### config.mk
export PLATFORM = sky130hd
export DESIGN_NAME = m2_sram_port_arbiter
export DESIGN_NICKNAME = d
export VERILOG_FILES = /design/src/rtl/m2_sram_port_arbiter_pkg.sv /design/src/rtl/m2_sram_port_arbiter_read_return_pipe.sv /design/src/rtl/m2_sram_port_arbiter.sv
export SDC_FILE = /design/constraint.sdc
export NUM_CORES = 1
export LEC_CHECK = 0
export ABC_CLOCK_PERIOD_IN_PS = 2500
export CAP_MARGIN = 20
export CORE_ASPECT_RATIO = 0.8
export CORE_UTILIZATION = 27
export CTS_CLUSTER_DIAMETER = 60
export DETAILED_ROUTE_END_ITERATION = 10
export GPL_ROUTABILITY_DRIVEN = 1
export GPL_TIMING_DRIVEN = 0
export PLACE_DENSITY = 0.81
export SYNTH_ARGS = -nofsm -noshare
export SYNTH_HDL_FRONTEND = slang
export SYNTH_SLANG_ARGS = --single-unit
### constraint.sdc
create_clock -name CLOCK_50_I -period 2.5 [get_ports CLOCK_50_I]
set_input_delay 0.25 -clock CLOCK_50_I [delete_from_list [all_inputs] [get_ports CLOCK_50_I]]
set_output_delay 0.25 -clock CLOCK_50_I [all_outputs]
set_load 0.01 [all_outputs]
### src/rtl/m2_sram_port_arbiter_pkg.sv
// ============================================================================
// Module : m2_sram_port_arbiter_pkg
// Brief  : Shared Milestone 2 types and widths for the SRAM port arbiter.
// Rev    : 1.0  initial release
// ============================================================================
`default_nettype none

package m2_sram_port_arbiter_pkg;

    localparam int SRAM_ADDR_W = 18;
    localparam int SRAM_DATA_W = 16;

    // M2 arbiter state definitions
    typedef enum logic [1:0] {
        S_ARB_IDLE = 2'd0,
        S_ARB_RD   = 2'd1,
        S_ARB_WR   = 2'd2,
        S_ARB_TURN = 2'd3
    } arb_state_type;

endpackage

`default_nettype wire

### src/rtl/m2_sram_port_arbiter_read_return_pipe.sv
// ============================================================================
// Module : sram_read_return_pipe
// Brief  : Delays each read grant by DEPTH cycles to mark returning SRAM data.
// Rev    : 1.0  initial release
// ============================================================================
`default_nettype none

module sram_read_return_pipe #(
    parameter int DEPTH = 2
) (
    input  logic clk,
    input  logic rst,
    input  logic i_gnt,
    output logic o_valid
);

    logic [DEPTH-1:0] pipe_q;
    logic [DEPTH-1:0] pipe_d;

    generate
        if (DEPTH == 1) begin : g_single
            always_comb pipe_d = i_gnt;
        end else begin : g_shift
            always_comb pipe_d = {pipe_q[DEPTH-2:0], i_gnt};
        end
    endgenerate

    // Async clear drops any reads still in flight when reset hits.
    always_ff @(posedge clk or posedge rst) begin
        if (rst) begin
            pipe_q <= '0;
        end else begin
            pipe_q <= pipe_d;
        end
    end

    assign o_valid = pipe_q[DEPTH-1];

endmodule

`default_nettype wire

### src/rtl/m2_sram_port_arbiter.sv
// ============================================================================
// Module : m2_sram_port_arbiter
// Brief  : Round-robin bounded-burst sharing of one SRAM port between fetch
//          (read) and write-back (write), with a write->read turnaround bubble.
// Rev    : 1.0  initial release
// ============================================================================
`default_nettype none

module m2_sram_port_arbiter
    import m2_sram_port_arbiter_pkg::*;
#(
    parameter int BURST_MAX    = 8,
    parameter int READ_LATENCY = 2
) (
    input  logic                   CLOCK_50_I,
    input  logic                   Reset,
    input  logic                   rd_req,
    input  logic [SRAM_ADDR_W-1:0] rd_address,
    output logic                   rd_gnt,
    output logic [SRAM_DATA_W-1:0] rd_data,
    output logic                   rd_data_valid,
    input  logic                   wr_req,
    input  logic [SRAM_ADDR_W-1:0] wr_address,
    input  logic [SRAM_DATA_W-1:0] wr_data,
    output logic                   wr_gnt,
    output logic [SRAM_ADDR_W-1:0] SRAM_address,
    output logic [SRAM_DATA_W-1:0] SRAM_write_data,
    output logic                   SRAM_we_n,
    input  logic [SRAM_DATA_W-1:0] SRAM_read_data
);

    localparam int                CNT_W      = $clog2(BURST_MAX + 1);
    localparam logic [CNT_W-1:0] c_BURST_MAX = CNT_W'(BURST_MAX);
    localparam logic [CNT_W-1:0] c_CNT_ONE   = CNT_W'(1);

    arb_state_type    state_q,         state_d;
    logic [CNT_W-1:0] burst_cnt_q,     burst_cnt_d;
    logic             last_owner_wr_q, last_owner_wr_d;

    logic [CNT_W-1:0] w_cnt_inc;
    logic             w_leave;

    always_comb begin
        state_d         = state_q;
        burst_cnt_d     = burst_cnt_q;
        last_owner_wr_d = last_owner_wr_q;
        rd_gnt          = 1'b0;
        wr_gnt          = 1'b0;
        w_cnt_inc       = burst_cnt_q;
        w_leave         = 1'b0;

        case (state_q)
            S_ARB_IDLE: begin
                burst_cnt_d = '0;
                // On a tie the requester that did not own the port last wins.
                if (rd_req && wr_req) begin
                    state_d = last_owner_wr_q ? S_ARB_RD : S_ARB_WR;
                end else if (rd_req) begin
                    state_d = S_ARB_RD;
                end else if (wr_req) begin
                    state_d = S_ARB_WR;
                end
            end

            S_ARB_RD: begin
                rd_gnt = rd_req;
                if (rd_req && (burst_cnt_q != c_BURST_MAX)) begin
                    w_cnt_inc = burst_cnt_q + c_CNT_ONE;
                end
                w_leave     = !rd_req || ((w_cnt_inc == c_BURST_MAX) && wr_req);
                burst_cnt_d = w_cnt_inc;
                if (w_leave) begin
                    last_owner_wr_d = 1'b0;
                    burst_cnt_d     = '0;
                    state_d         = wr_req ? S_ARB_WR : S_ARB_IDLE;
                end
            end

            S_ARB_WR: begin
                wr_gnt = wr_req;
                if (wr_req && (burst_cnt_q != c_BURST_MAX)) begin
                    w_cnt_inc = burst_cnt_q + c_CNT_ONE;
                end
                w_leave     = !wr_req || ((w_cnt_inc == c_BURST_MAX) && rd_req);
                burst_cnt_d = w_cnt_inc;
                if (w_leave) begin
                    last_owner_wr_d = 1'b1;
                    burst_cnt_d     = '0;
                    // Handing the port to reads always costs one bubble cycle.
                    state_d         = rd_req ? S_ARB_TURN : S_ARB_IDLE;
                end
            end

            S_ARB_TURN: begin
                burst_cnt_d = '0;
                state_d     = S_ARB_RD;
            end

            default: begin
                burst_cnt_d = '0;
                state_d     = S_ARB_IDLE;
            end
        endcase
    end

    always_ff @(posedge CLOCK_50_I or posedge Reset) begin
        if (Reset) begin
            state_q         <= S_ARB_IDLE;
            burst_cnt_q     <= '0;
            last_owner_wr_q <= 1'b1;
        end else begin
            state_q         <= state_d;
            burst_cnt_q     <= burst_cnt_d;
            last_owner_wr_q <= last_owner_wr_d;
        end
    end

    // The port is driven only by an actual grant; otherwise it idles at zero/read.
    always_comb begin
        SRAM_address    = '0;
        SRAM_write_data = '0;
        SRAM_we_n       = 1'b1;
        if (rd_gnt) begin
            SRAM_address = rd_address;
        end else if (wr_gnt) begin
            SRAM_address    = wr_address;
            SRAM_write_data = wr_data;
            SRAM_we_n       = 1'b0;
        end
    end

    sram_read_return_pipe #(
        .DEPTH (READ_LATENCY)
    ) u_read_return_pipe (
        .clk     (CLOCK_50_I),
        .rst     (Reset),
        .i_gnt   (rd_gnt),
        .o_valid (rd_data_valid)
    );

    assign rd_data = rd_data_valid ? SRAM_read_data : '0;

endmodule

`default_nettype wire

Yosys cells after proc, flatten, opt, wreduce, memory -nomap -nowiden:

Cells that the tools add are included.

* memories kept: 0
* bits in registers: 9
* bits in read-only memories: 0
* logic and storage cells: 56
* memory bits (writable): 0
* latch bits: 0
* input bits: 72
* output and inout bits: 54

* multiply operators: 0
* multiplexer cells: 28
* shift-type cells: 0
* reductions and logical operators: 14
* bitwise gates (word level): 0
* equal/unequal tests: 9
* add/subtract/negate cells: 1
* divide/modulo/power cells: 0
* $lt $le $gt $ge: 0

Operators by type and width (count)
* 16-bit two-way mux: 3
* 18-bit two-way mux: 2
* 4-bit two-way mux: 6
* 2-bit two-way mux: 8
* 4-bit case mux with 3 select lines: 1
* 4-bit == test (second input constant): 2
* 4-bit != test (second input constant): 2
* 2-bit case mux with 4 select lines: 1
* 1-bit two-way mux: 6
* 3-bit AND reduction: 2
* 1-bit logical AND: 5
* 4-bit by 1-bit adder with 4-bit output (second input constant): 1
* 2-bit == test (second input constant): 2
* 2-bit != test (second input constant): 2
* 2-bit by 1-bit == test with 1-bit output (second input constant): 1
* 1-bit zero test: 2
* 2-bit zero test: 1
* 1-bit logical OR: 2
* 1-bit case mux with 2 select lines: 1
* 2-bit nonzero test: 1
* 2-bit OR reduction: 1

Depth between registers and ports, before layout:

* depth in word-level cells: 9
* depth in mapped cells: 8
* mapped depth without buffers: 7

Cells and area by module:

A second synthesis with hierarchy kept.

* cells, all modules: 137
* area, all modules: 1082.3 sq um

By module, submodules not included
* m2_sram_port_arbiter: cells an instance 134, instances 1, area an instance 1028.5 sq um
* sram_read_return_pipe: cells an instance 3, instances 1, area an instance 53.8 sq um

Worst setup path before layout:

Ideal clock, no wire load.

* path type: reg-to-reg
* start point: register burst_cnt_q[0]
* end point: register state_q[1]
* path buffers: 1
* arrival time: 1987 ps
* stages on the path, launching flop included: 9
* setup time: 126 ps
* clock period less this slack: 2113 ps
* setup slack: 387 ps
* cell sequence: dfrtp_1 -> buf_2 -> inv_1 -> ha_1 -> a211o_2 -> a211oi_1 -> o2111ai_1 -> and2_1 -> o32a_1

* cells in the longest elaborated chain, start to end: 9
* elaborated cells between the ends (all ways): 17
* classes of those cells: 1 x add/sub; 5 x eq/ne; 4 x mux; 7 x reduce/logical

Ends and longest elaborated chain
* start: declaration: RTL line m2_sram_port_arbiter.sv:37 `logic [CNT_W-1:0] burst_cnt_q, burst_cnt_d;`
* start signal: assignment: RTL line m2_sram_port_arbiter.sv:113 `burst_cnt_q <= burst_cnt_d;`
* branches (longest 8 deep; another with 4-bit by 1-bit adder with 4-bit output)
* 3-bit AND reduction (no line) *
* end signal: assignment: RTL line m2_sram_port_arbiter.sv:112 `state_q <= state_d;`
* end: declaration: RTL line m2_sram_port_arbiter.sv:36 `arb_state_type state_q, state_d;`

Mark *: on every way between the ends. The select of a mux whose other input is x is not followed.
A chain may end at the register's enable or synchronous reset.

Final worst setup path:

* start point: register state_q[1]
* end point: output SRAM_write_data[4]

* cells in the longest elaborated chain, start to end: 4
* elaborated cells between the ends (all ways): 6
* classes of those cells: 2 x eq/ne; 4 x mux

Ends and longest elaborated chain
* 2-bit == test: RTL line m2_sram_port_arbiter.sv:52 `case (state_q)`
* 1-bit two-way mux: RTL line m2_sram_port_arbiter.sv:52
* 16-bit two-way mux: RTL line m2_sram_port_arbiter.sv:125 `end else if (wr_gnt) begin`
* 16-bit two-way mux *: RTL line m2_sram_port_arbiter.sv:123 `if (rd_gnt) begin`
* end: declaration: RTL line m2_sram_port_arbiter.sv:27 `output logic [SRAM_DATA_W-1:0] SRAM_write_data,`

Every way passes the cells marked *; elsewhere a longest branch is shown, timed or not.

==> metrics.txt <==
status=completed; via count=1501; simple-gate share of the synthesized area=31.5%; Area growth syn-to-layout=130%; peak supply drop=between 0.0003 and 0.0004 V; drt wl/cell=12.6 um; # rows=20; Main synth FF type=dfrtp_1; DRC violations left=0; Post-synth EDFFs=0; Cell Area, Synth=1070 um2; fin nets=roughly 340; worst clock skew=0.00216 ns; DIE AREA=4200 um2; total gr overflow=0; CP peak stage delay=between 0.5 and 0.6 ns; H-tree depth=1; Hold Crit Class=in -> async; Worst-Skew Late Latency=between 0.2 and 0.25 ns; Detailed Route Iter0 Violations=41; Yosys cell types=36; DRT Pass-1 Iters=4; Fmax=414 MHz; area of the multi-input gates=739 um2; I/O pins=126; mux share of post-synthesis cell area=0%; Async SR Flop Fraction=100%; number of global-route vias before repair=1342; hold_buf cts=0; core area=around 3800 um2; Yosys reg bits=9; Hold Vio Cnt, Final=0; register area=228 um2; Post-Route WL=3990 um; Crit path arrival time=2.17 ns; post-synthesis compound-gate area fraction=a little under a third; PortBufs=123; Worst-Margin Slew=about 0.37 ns; ant diodes=0; CTS Buffer Depth=2; first-pass GRT wire length=6040 um; CP max FO=10; number of nets with antenna violations after routing=0; # clock sinks=9; reg2reg setup slack=around 0.13 ns; share of layout cells above drive strength 1=9.96%; Yosys warning total=0; Initial Util=28.2%; die width=a little over 70 um; max-slew violation count=0; CTS tree=yes; hpwl dp=3300 um; initial antenna violation count=0; CP top delay family=buffers and inverters; largest family of logic cells by synthesized area=compound AO/OA/AOI/OAI gates; Synth Instances=132; Req. time, crit path=2.25 ns; power per cell area=a little over 600 nW/um2; final non-filler cell total=between 300 and 400; xor and xnor fraction of the mapped netlist area=3.29%; GP Congestion=0.808; Max-Cap Viols=0; register area share after synthesis=a little over a fifth; largest net degree at the start of global routing=12; Cell Count Post-Placement=310; final setup TNS=0 ns; Final Total Pwr=1500 uW; CTS clk-pin slew, worst paths=roughly 0.040 ns; CP Launch Type=flip-flop; Setup crit end kind=output port; Inserted Clock Buffers=3; Synth Net Count=slightly above 200; worst path buffer plus inverter count=5; root buffer cell=clkbuf_8; minimum clock period=2.42 ns; final setup violation count=0; final worst setup slack=0.0843 ns; CP Class=reg -> out; adder-cell share of the synthesized area=2.35%; Hold WS=0.291 ns; CP most frequent cell=inv_1; total global-route track usage=18.2%; Vias/cell=4.75; Lkg Pwr=about 0.0010 uW; relative slew slack=75.3%; CP max-delay cell=clkdlybuf4s50_1; die height=~58 um; final worst-path cycle share=between 90 and 100%; Fillers=311; pre-CTS setup slack=-0.0156 ns; Avg Cell Area, Syn=roughly 8.1 um2; sequence of cells on the critical path=inv_1 > or3_4 > inv_1 > buf_6 > buf_4 > and2_1 > clkdlybuf4s50_1
==> repair_timing <==
item	CTS	global route
setup endpoints to repair	30	32
buffers inserted	0	3
resized for setup	6	8
==> cell usage after synthesis, drive strengths merged, types with 3 or more instances <==
master	n	share of area [%]
a211oi	4	2.8
xnor2	3	2.5
nor2	5	1.8
clkbuf	5	1.8
a21oi	5	2.3
buf	8	4.9
dfrtp	8	19
and2	34	20
inv	9	3.2
nand2	4	1.4
a22o	18	15
==> final cells by class <==
| cell class | instances | area share (%) |
|---|---|---|
| Inverter | 9 | 1.38 |
| Sequential cell | 9 | 9.27 |
| Tap cell | 55 | 2.80 |
| Buffer | 12 | 3.52 |
| Clock buffer | 4 | 1.83 |
| Timing Repair Buffer | 126 | 51.1 |
| Multi-Input combinational cell | 101 | 30.1 |
==> power by group <==
part	leakage, uW	internal [uW]	switching (uW)
clock network	0.0000228	111	58.6
logic	0.000879	637	448
registers	0.000115	200	41.1
total	0.00102	948	548
==> registers in the layout, summed over array words and instances (netlist names) <==
signal and flops:
u_read_return_pipe.pipe_q 2, state_q 2, burst_cnt_q 4, last_owner_wr_q 1
==> metal layers <==
| layer | GRT usage (%) | part of all wire, % |
|---|---|---|
| met3 | 11.5 | 18 |
| met5 | 0 | 0 |
| met4 | 2.52 | 0.38 |
| met1 | 20.5 | 36 |
| met2 | 29.9 | 46 |
==> kinds of logic after synthesis <==
logic type | after synthesis
AND/OR/NAND/NOR | 54
AO/OA/AOI/OAI | 41
buffers and inverters | 22
flip-flops | 9
adder cells (fa/ha/maj) | 2
XOR/XNOR | 4
==> final timing paths <==
path,to,start,cells past startpoint
min in group CLOCK_50_I,u_read_return_pipe.pipe_q[1]$_DFF_PP0_,u_read_return_pipe.pipe_q[0]$_DFF_PP0_,0
hold reg to reg,u_read_return_pipe.pipe_q[1]$_DFF_PP0_,u_read_return_pipe.pipe_q[0]$_DFF_PP0_,0
setup / recovery,SRAM_write_data[4],state_q[1]$_DFFE_PP0P_,7
hold / removal,burst_cnt_q[1]$_DFF_PP0_,Reset,2
setup reg to reg,state_q[1]$_DFFE_PP0P_,burst_cnt_q[0]$_DFF_PP0_,8
max in group asynchronous,last_owner_wr_q$_DFFE_PP1P_,Reset,2
==> layout by cell type (no fill, tap or decap), drive strengths merged <==
master and instances:
clkdlybuf4s50 121, and2 34, a22o 18, buf 11
inv 9, dfrtp 8, clkbuf 8, a21oi 5
nor2 5, nand2 4, a211oi 4, xnor2 3
nor2b 2, a311oi 2, nand4 2, o2111ai 2
o22ai 2, o211ai 2, ha 2, a211o 2
nand3b 2, or3 1, and4b 1, nand3 1
o21bai 1, a31oi 1, or2b 1, xor2 1
o32ai 1, nor3 1, o32a 1, dfstp 1
dlymetal6s2s 1, dlygate4sd2 1
==> stage by stage <==
step,area [um2],utilization [%]
finish,2460,65.0
global route,2460,65.0
CTS,2420,64.0
detailed placement,2370,62.6
global placement,2370,62.6
floorplan,1070,-
Power figures use the tool's default switching activity.
==> variant: new RTL, same settings <==
The parameter `BURST_MAX` goes from 8 to 4.
--- a/src/rtl/m2_sram_port_arbiter.sv
+++ b/src/rtl/m2_sram_port_arbiter.sv
@@ -9,7 +9,7 @@
 module m2_sram_port_arbiter
     import m2_sram_port_arbiter_pkg::*;
 #(
-    parameter int BURST_MAX    = 8,
+    parameter int BURST_MAX    = 4,
     parameter int READ_LATENCY = 2
 ) (
     input  logic                   CLOCK_50_I,
Formal check against the unedited RTL: not equivalent (Yosys sat finds a counterexample within 10 cycles, from zero or initial values and one cycle with Reset high).
==> variant against the unedited design <==
Final area fell by 6.2%. Largest power group unchanged. Synthesized area fell by 11%. Critical path depth fell by 1. Wire length fell by 0.25%. Worst setup slack improved by 77 ps. Critical endpoint is now SRAM_address[13]. Sequential cell count fell by 1. Critical path type is now in2out. Combinational power fell by 14%. Total power fell by 10%. Non-clock buffer count fell by 6. Cell count fell by 9.5%. Count of clock-buffer cells in the layout did not move. Global-route usage rose by 2.3 points. Largest cell class unchanged.
==> variant: results (changes against the unedited design) <==
ranking of synthesized cells by area = and2_1 21%, dfrtp_1 18%, a22o_1 17%
met2 Use GR = 0.386 (+0.0866)
DP HPWL = 3380 um (+2.6%)
commonest cells in the synthesized netlist = 32 x and2_1, 18 x a22o_1, 8 x inv_1
Mapped Cells = 118 (-11%)
1st-iter DRT viols = 44 (+7.3%)
cells on worst reg2reg path = 7 (-1)
WHS = 272 ps (-19.2 ps)
Largest stage delay, worst path = 620 ps (+60 ps)
gp weighted congestion = 0.833 (+3.0%)
Reg2Reg Setup Slack = 600 ps (+470 ps)
met3 Track Usage GR = 0.0779 (-0.0369)
Reg2Reg Capture Point = burst_cnt_q[2]
status = completed
leak pwr = 0.944 nW (-7.1%)
Clk Latency, worst-skew pair = 230 ps (about the same)
layout filler cell count = 271 (-13%)
GR met1 Demand/Resource = 0.220 (+0.0152)
drt via density = 4.81 (+1.3%)
Syn Nets = 192 (-6.8%)
nets = 321 (-4.5%)
Hold Crit Class = in2async
sequential-to-total area share from yosys stat = 0.211 (-0.00116)
per-cell routed wire length = 13.9 um (+10%)
first-pass GRT wire length = 5620 um (-6.9%)
total track usage = 0.205 (+0.0233)
placed cells = 282 (-9.0%)
pre-CTS setup slack = -7.74 ps (+7.89 ps)
worst-margin pin slew = 369 ps (-1.67 ps)
Critical Path AT = 2090 ps (-80 ps)
Synth cell types = 35 (-2.8%)
variant: cells by family (layout without fill, tap and decap cells):
group	count (synthesis)	after routing	share of synthesized area
adders and majority gates	2	2	0.0262
and+or+nand+nor	45	45	0.286
buffers and inverters	17	145	0.0814
DFF	8	8	0.211
AOI/OAI and AO/OA	42	42	0.357
xor gates and xnor gates	3	3	0.0276
muxes	1	1	0.0105
variant: cell type report:
type / count / share of cell area
timing repair buffer: 124 / 0.539
multi-input combinational: 93 / 0.298
sequential: 8 / 0.0874
tap: 40 / 0.0217
clock buffer: 4 / 0.0195
buffer: 8 / 0.0190
inverter: 9 / 0.0157
variant: worst register-to-register path: cells and delay by family (launching register included):
family / cells / cell delay (ps)
compound gates: 2 / 350
fa+ha+maj: 1 / 250
buf+inv: 1 / 120
flops: 1 / 440
mux: 1 / 340
simple gates: 2 / 320
variant: timing repair:
item,CTS,global route
pin swaps,0,0
setup endpoints to repair,4,22
gates resized for setup,1,2
gates cloned,0,0
variant: how the worst max path moves through the flow:
stage | start | endpoint | slack, ps
after floorplan | burst_cnt_q[0] | last_owner_wr_q | 850
after global placement | wr_req | SRAM_address[13] | 5
after detailed placement | wr_req | SRAM_write_data[15] | -8
after CTS | wr_req | SRAM_write_data[15] | 70
after global routing | wr_req | SRAM_write_data[15] | 30
final | wr_req | SRAM_address[13] | 160
variant: power by group:
group          switching [mW]  total, mW  internal (mW)
combinational           0.391      0.937          0.546
sequential             0.0608      0.240          0.180
clock                  0.0562      0.167          0.111
total                   0.508       1.34          0.837
variant: per-stage QoR:
step | cell area (sq um) | util | TNS [ps]
2_1_floorplan | 953 | - | 0
3_3_place_gp | 2240 | 0.697 | 0
3_5_place_dp | 2240 | 0.697 | -7.74
4_1_cts | 2290 | 0.713 | 0
5_1_grt | 2300 | 0.716 | 0
6_report | 2300 | 0.716 | 0
variant: routing by layer:
metal,vias to the layer above,share of wire
li1,678,-
met1,611,0.35
met2,85,0.51
met3,2,0.14
met4,0,0.0043
met5,-,0
